===== src/rtl/pll_pkg.sv =====
// pll_pkg: shared lock-detector state encoding, default tolerances and helpers.
package pll_pkg;

   typedef enum logic [1:0] {UNLOCKED, ACQUIRE, LOCKED} lock_state_t;

   localparam int unsigned DEF_CNT_W        = 12;
   localparam int unsigned DEF_FREQ_TOL     = 2;
   localparam int unsigned DEF_PHASE_TOL    = 2;
   localparam int unsigned DEF_LOCK_COUNT   = 8;
   localparam int unsigned DEF_UNLOCK_COUNT = 3;

   function automatic int unsigned abs_diff(input int unsigned a, input int unsigned b);
      return (a > b) ? a - b : b - a;
   endfunction

endpackage


===== src/rtl/pll_edge_detector.sv =====
// pll_edge_detector: registers an asynchronous clock input and flags its rising edges.
module pll_edge_detector (
   input  logic clk,
   input  logic reset,
   input  logic din,
   output logic rise
);

   logic s_q, s_d, p_q, p_d;

   always_comb begin
      s_d = din;
      p_d = s_q;
   end

   always_ff @(posedge clk or posedge reset) begin
      if (reset) begin
         s_q <= 1'b0;
         p_q <= 1'b0;
      end else begin
         s_q <= s_d;
         p_q <= p_d;
      end
   end

   assign rise = s_q & ~p_q;

endmodule


===== src/rtl/pll_lock_detector.sv =====
// pll_lock_detector: measures ref/fb periods and ref->fb lag in clk cycles and
// qualifies PLL lock over consecutive in-tolerance reference windows.
module pll_lock_detector
   import pll_pkg::*;
#(
   parameter int unsigned CNT_W        = DEF_CNT_W,
   parameter int unsigned FREQ_TOL     = DEF_FREQ_TOL,
   parameter int unsigned PHASE_TOL    = DEF_PHASE_TOL,
   parameter int unsigned LOCK_COUNT   = DEF_LOCK_COUNT,
   parameter int unsigned UNLOCK_COUNT = DEF_UNLOCK_COUNT
) (
   input  logic             clk,
   input  logic             reset,
   input  logic             reference_clk_digital,
   input  logic             feedback_clk_digital,
   output logic             lock_digital,
   output logic             lock_lost_digital,
   output logic [CNT_W-1:0] ref_period_real,
   output logic [CNT_W-1:0] fb_period_real,
   output logic [CNT_W-1:0] phase_lag_real
);

   localparam logic [CNT_W-1:0] MAX = '1;
   localparam int GW = $clog2(LOCK_COUNT) + 1;
   localparam int BW = $clog2(UNLOCK_COUNT) + 1;

   logic ref_edge, fb_edge, good, ref_sat;
   logic [CNT_W-1:0] ref_cnt_q, ref_cnt_d, fb_cnt_q, fb_cnt_d, ref_meas, fb_meas;
   logic [CNT_W-1:0] ref_per_q, ref_per_d, fb_per_q, fb_per_d, lag_q, lag_d;
   logic [1:0] fb_edges_q, fb_edges_d;
   logic [GW-1:0] good_cnt_q, good_cnt_d;
   logic [BW-1:0] bad_cnt_q, bad_cnt_d;
   logic lock_q, lock_d, lost_q, lost_d;
   lock_state_t state_q, state_d;

   pll_edge_detector u_ref_edge (.clk(clk), .reset(reset), .din(reference_clk_digital), .rise(ref_edge));
   pll_edge_detector u_fb_edge  (.clk(clk), .reset(reset), .din(feedback_clk_digital),  .rise(fb_edge));

   always_comb begin
      ref_meas   = (ref_cnt_q == MAX) ? MAX : ref_cnt_q + 1'b1;
      fb_meas    = (fb_cnt_q == MAX) ? MAX : fb_cnt_q + 1'b1;
      ref_cnt_d  = ref_edge ? '0 : ref_meas;
      fb_cnt_d   = fb_edge ? '0 : fb_meas;
      ref_sat    = ref_cnt_d == MAX;
      ref_per_d  = ref_edge ? ref_meas : ref_per_q;
      fb_per_d   = fb_edge ? fb_meas : fb_per_q;
      lag_d      = fb_edge ? ref_cnt_d : lag_q;
      // a fb edge coincident with a ref edge is counted in the window it opens
      fb_edges_d = ref_edge ? {1'b0, fb_edge} :
                   (fb_edge && fb_edges_q != 2'd2) ? fb_edges_q + 2'd1 : fb_edges_q;
      good = (fb_edges_q == 2'd1) && (fb_cnt_q != MAX) &&
             (abs_diff(32'(ref_meas), 32'(fb_per_d)) <= FREQ_TOL) &&
             ((32'(lag_q) <= PHASE_TOL) || (32'(lag_q) + PHASE_TOL >= 32'(ref_meas)));
      state_d    = state_q;
      good_cnt_d = good_cnt_q;
      bad_cnt_d  = bad_cnt_q;
      lost_d     = 1'b0;
      if (ref_sat) begin
         state_d    = UNLOCKED;
         good_cnt_d = '0;
         bad_cnt_d  = '0;
         lost_d     = state_q == LOCKED;
      end else if (ref_edge) begin
         if (state_q == UNLOCKED) begin
            state_d    = ACQUIRE;
            good_cnt_d = '0;
            bad_cnt_d  = '0;
         end else if (state_q == ACQUIRE) begin
            good_cnt_d = good ? good_cnt_q + 1'b1 : '0;
            if (good_cnt_d == GW'(LOCK_COUNT)) begin
               state_d   = LOCKED;
               bad_cnt_d = '0;
            end
         end else begin
            bad_cnt_d = good ? '0 : bad_cnt_q + 1'b1;
            if (bad_cnt_d == BW'(UNLOCK_COUNT)) begin
               state_d    = ACQUIRE;
               good_cnt_d = '0;
               lost_d     = 1'b1;
            end
         end
      end
      lock_d = state_d == LOCKED;
   end

   always_ff @(posedge clk or posedge reset) begin
      if (reset) begin
         ref_cnt_q  <= '0;
         fb_cnt_q   <= '0;
         ref_per_q  <= '0;
         fb_per_q   <= '0;
         lag_q      <= '0;
         fb_edges_q <= '0;
         good_cnt_q <= '0;
         bad_cnt_q  <= '0;
         state_q    <= UNLOCKED;
         lock_q     <= 1'b0;
         lost_q     <= 1'b0;
      end else begin
         ref_cnt_q  <= ref_cnt_d;
         fb_cnt_q   <= fb_cnt_d;
         ref_per_q  <= ref_per_d;
         fb_per_q   <= fb_per_d;
         lag_q      <= lag_d;
         fb_edges_q <= fb_edges_d;
         good_cnt_q <= good_cnt_d;
         bad_cnt_q  <= bad_cnt_d;
         state_q    <= state_d;
         lock_q     <= lock_d;
         lost_q     <= lost_d;
      end
   end

   assign lock_digital      = lock_q;
   assign lock_lost_digital = lost_q;
   assign ref_period_real   = ref_per_q;
   assign fb_period_real    = fb_per_q;
   assign phase_lag_real    = lag_q;

endmodule


===== config.mk =====
export PLATFORM = sky130hd
export DESIGN_NAME = pll_lock_detector
export DESIGN_NICKNAME = d
export VERILOG_FILES = /design/src/rtl/pll_pkg.sv /design/src/rtl/pll_edge_detector.sv /design/src/rtl/pll_lock_detector.sv
export SDC_FILE = /design/constraint.sdc
export NUM_CORES = 1
export LEC_CHECK = 0
export BUFFER_PORTS_ARGS = -buffer_cell sky130_fd_sc_hd__buf_2
export CORE_MARGIN = 5
export CORE_UTILIZATION = 45
export CTS_BUF_LIST = sky130_fd_sc_hd__clkbuf_4 sky130_fd_sc_hd__clkbuf_8 sky130_fd_sc_hd__clkbuf_16
export DETAILED_ROUTE_END_ITERATION = 6
export PLACE_DENSITY_LB_ADDON = 0.12
export REMOVE_ABC_BUFFERS = 1
export SKIP_LAST_GASP = 1
export SYNTH_ARGS = -nofsm -noshare
export SYNTH_HDL_FRONTEND = slang
export SYNTH_HIERARCHICAL = 1
export SYNTH_SLANG_ARGS = --single-unit

===== constraint.sdc =====
create_clock -name clk -period 3.9 [get_ports clk]
set_input_delay 0.195 -clock clk [delete_from_list [all_inputs] [get_ports clk]]
set_output_delay 0.195 -clock clk [all_outputs]
set_load 0.05 [all_outputs]

==> flow_metrics.env <==
export IMPL_status="finished, violations left"
export IMPL_violations="setup timing"
export IMPL_ant_nets=0
export IMPL_ys_flop_type="dfrtp_1"
export IMPL_maxCapViolations=0
export IMPL_cts_sinks=77
export IMPL_placementRows=39
export IMPL_synthAdderAreaFrac_pct=11.07
export IMPL_cp_top_family="simple AND/OR/NAND/NOR gates"
export IMPL_core_sq_um=11420
export IMPL_multi_input_area_sq_um=3576
export IMPL_register_area_sq_um=1927
export IMPL_dp_hpwl_um=11360
export IMPL_postLayoutCoreUtil_pct=67.29
export IMPL_io_pins=42
export IMPL_final_cell_mix="146 x buf_4, 77 x dfrtp_1, 53 x nor2_1"
export IMPL_synth_top_area_cell="dfrtp_1"
export IMPL_fmax_ghz=0.2474
export IMPL_synth_top_family_by_area="simple AND/OR/NAND/NOR gates"
export IMPL_grtUsageTotal_pct=22.18
export IMPL_first_global_vias=5157
export IMPL_wl_per_cell_um=16.67
export IMPL_syn_cell_area_sq_um=5221
export IMPL_die_area_sq_um=13860
export IMPL_crit_buf_inv=3
export IMPL_fin_crit_ns=4.042
export IMPL_grt_start_max_net_pins=48
export IMPL_synthToLayoutAreaGrowth_pct=47.16
export IMPL_fillCellCount=904
export IMPL_async_flop_share_pct=100.0
export IMPL_maxSlewViolCount=0
export IMPL_avgSynthCellArea_sq_um=9.241
export IMPL_crit_type="flop to flop"
export IMPL_ys_seq_elements=77
export IMPL_overflow=0
export IMPL_drive_above_1_share_pct=43.98
export IMPL_rsz0062_at_grt="yes"
export IMPL_nets=810
export IMPL_path_clk_slew_ns=0.06
export IMPL_required_ns=4.17
export IMPL_synth_edff_count=0
export IMPL_drt_iter0_markers=203
export IMPL_avgViaCountPerCell=5.410
export IMPL_fin_setup_tns_ns=-0.7440
export IMPL_synthSimpleGateAreaFrac_pct=18.21
export IMPL_ys_types=70
export IMPL_leakagePower_nw=3.772
export IMPL_crit_cells=19
export IMPL_cp_data_arrival_time_ns=4.31
export IMPL_cts_tree="built"
export IMPL_cts_max_level=3
export IMPL_hp_class="primary input to asynchronous set/reset pin"
export IMPL_critPathLaunchType="flop"
export IMPL_gp_congestion=0.9074
export IMPL_clk_latency_ns=0.35
export IMPL_tightest_slew_ns=1.031
export IMPL_finalHoldViolCount=0
export IMPL_die_y_um=117.7
export IMPL_irDropWorstVdd_mv=0.3825
export IMPL_antenna_cells=0
export IMPL_dr_total_vias=4907
export IMPL_synth_compound_area_share_pct=17.49
export IMPL_setup_ws_ns=-0.1416
export IMPL_cts_buffers_inserted=9
export IMPL_wl_um=15120
export IMPL_crit_path_end_kind="flop"
export IMPL_crit_path_max_fanout=5
export IMPL_firstDrtPassIters=4
export IMPL_yosysTopAreaCellShare_pct=36.90
export IMPL_drc=0
export IMPL_max_stage_delay_ns=0.42
export IMPL_finClkSkew_ns=0.008083
export IMPL_path_cells="ha_4 > nand3_4 > nor2_4 > buf_6 > a21oi_4 > a21o_1 > ha_2 > and3_4 > o21ai_1 > a21oi_4 > o21ai_2 > buf_4 > and4bb_1 > o22ai_4 > nor4_4 > buf_6 > nor2_4 > or2_1 > o22ai_2"
export IMPL_netlist_instances=565
export IMPL_die_x_um=117.7
export IMPL_start_util_pct=45.73
export IMPL_antenna_found_initial=0
export IMPL_pwr_density_cell_nw_per_um2=500.9
export IMPL_relSlewSlack_pct=31.15
export IMPL_root_buffer="clkbuf_16"
export IMPL_period_share_pct=103.6
export IMPL_final_common_cell="buf_4"
export IMPL_r2r_cells=19
export IMPL_synth_xor_area_share_pct=4.529
export IMPL_clk_path_buf_depth=2
export IMPL_final_setup_viol_count=9
export IMPL_cpMaxStageDelayCell="dfrtp_1"
export IMPL_yosysSeqAreaShare_pct=36.90
export IMPL_yosysWarnings=6
export IMPL_synth_mux_area_share_pct=6.207
export IMPL_port_buffers=41
export IMPL_grt_pass1_wl_um=25140
export IMPL_synth_area_leaders="dfrtp_1 37%, ha_1 10%, a21oi_1 4.6%"
-- worst paths after layout --
path | end | start | slack, ns
max | lock_digital | fb_cnt_q[0] | -0.14
min | u_ref_edge/p_d | reset | 0.25
max reg2reg | lock_digital | fb_cnt_q[0] | -0.14
min reg2reg | u_ref_edge/p_q | u_ref_edge/p_d | 0.39
max in group asynchronous | fb_period_real[11] | reset | 2.31
min in group clk | u_ref_edge/p_q | u_ref_edge/p_d | 0.39
-- logic make-up (layout without fill, tap and decap cells) --
group,after synthesis,after routing
xor gates and xnor gates,27,27
AOI/OAI and AO/OA,140,140
buffers and inverters,65,264
muxes,30,30
adders and majority gates,45,45
and+or+nand+nor,181,181
DFF,77,77
-- synth_stat cells, types with 4 or more instances --
cell,instances
dfrtp_1,77
nor2_1,59
a21oi_1,48
inv_1,47
ha_1,43
nand2_1,30
nand3_1,28
o21ai_0,24
mux2_2,19
xnor2_1,19
a21o_1,13
mux2i_1,11
clkbuf_1,10
nand4_1,9
and3_1,8
xor2_1,8
and4_1,7
o21a_1,7
a211oi_1,6
nor2b_1,6
a31oi_1,5
nor3_1,4
-- metrics by stage --
stage	setup WS (ns)	power, W	std cells	instance area [sq um]	hold WS [ns]
finish	-0.1416	0.003849	907	7684	0.2521
global route	-0.3030	0.004070	907	7684	0.2853
CTS	-0.007940	0.003812	904	7535	0.2526
detailed placement	-0.3411	0.002634	862	6499	0.07659
global placement	-0.3079	0.002609	862	6499	0.07280
floorplan	-0.2577	0.001950	547	5106	-0.06382
-- sequential cells by signal, summed over array words and instances, names as in the netlist, 2 cells and up --
register         flops
fb_cnt_q            12
fb_period_real      12
phase_lag_real      12
ref_cnt_q           12
ref_period_real     12
good_cnt_q           4
bad_cnt_q            3
fb_edges_q           2
state_q              2
-- report_power, final --
| group | switching (W) | total [W] | internal (W) | leakage, nW |
|---|---|---|---|---|
| clock network | 0.000326 | 0.000960 | 0.000635 | 0.161 |
| registers | 0.0000665 | 0.000951 | 0.000884 | 1.01 |
| logic | 0.00104 | 0.00194 | 0.000900 | 2.60 |
-- repair_timing --
item,4_1_cts,5_1_grt
endpoints found under the hold margin,6,0
buffers inserted,26,3
gates cloned,1,0
endpoints found under the setup margin,11,11
resized for setup,101,29
hold buffers,3,0
pin swaps,41,18
-- worst register-to-register path: stages, from the launching register on --
cell,delay [ns]
dfrtp_1,0.42
ha_4,0.19
nand3_4,0.09
nor2_4,0.17
buf_6,0.17
a21oi_4,0.06
a21o_1,0.19
ha_2,0.38
and3_4,0.24
o21ai_1,0.17
a21oi_4,0.25
o21ai_2,0.11
buf_4,0.15
and4bb_1,0.31
o22ai_4,0.10
nor4_4,0.31
buf_6,0.18
nor2_4,0.05
or2_1,0.25
o22ai_2,0.17
-- metal layers --
metal | part of all wire [%] | wire length [um] | global-route usage, %
met3 | 2.5 | 378 | 4.181
met1 | 45 | 6841 | 28.25
met2 | 49 | 7440 | 37.27
met5 | 0 | 0 | 0
met4 | 3.0 | 457 | 8.530
-- area by class of cell --
cell class,count,area share (%)
inverters,47,2.296
flip-flops and latches,77,25.08
clock buffers,10,3.110
well taps,143,2.329
repair buffers,203,19.38
clock inverters,4,1.270
multi-input cells,423,46.54
(Power assumes the default switching activity.)
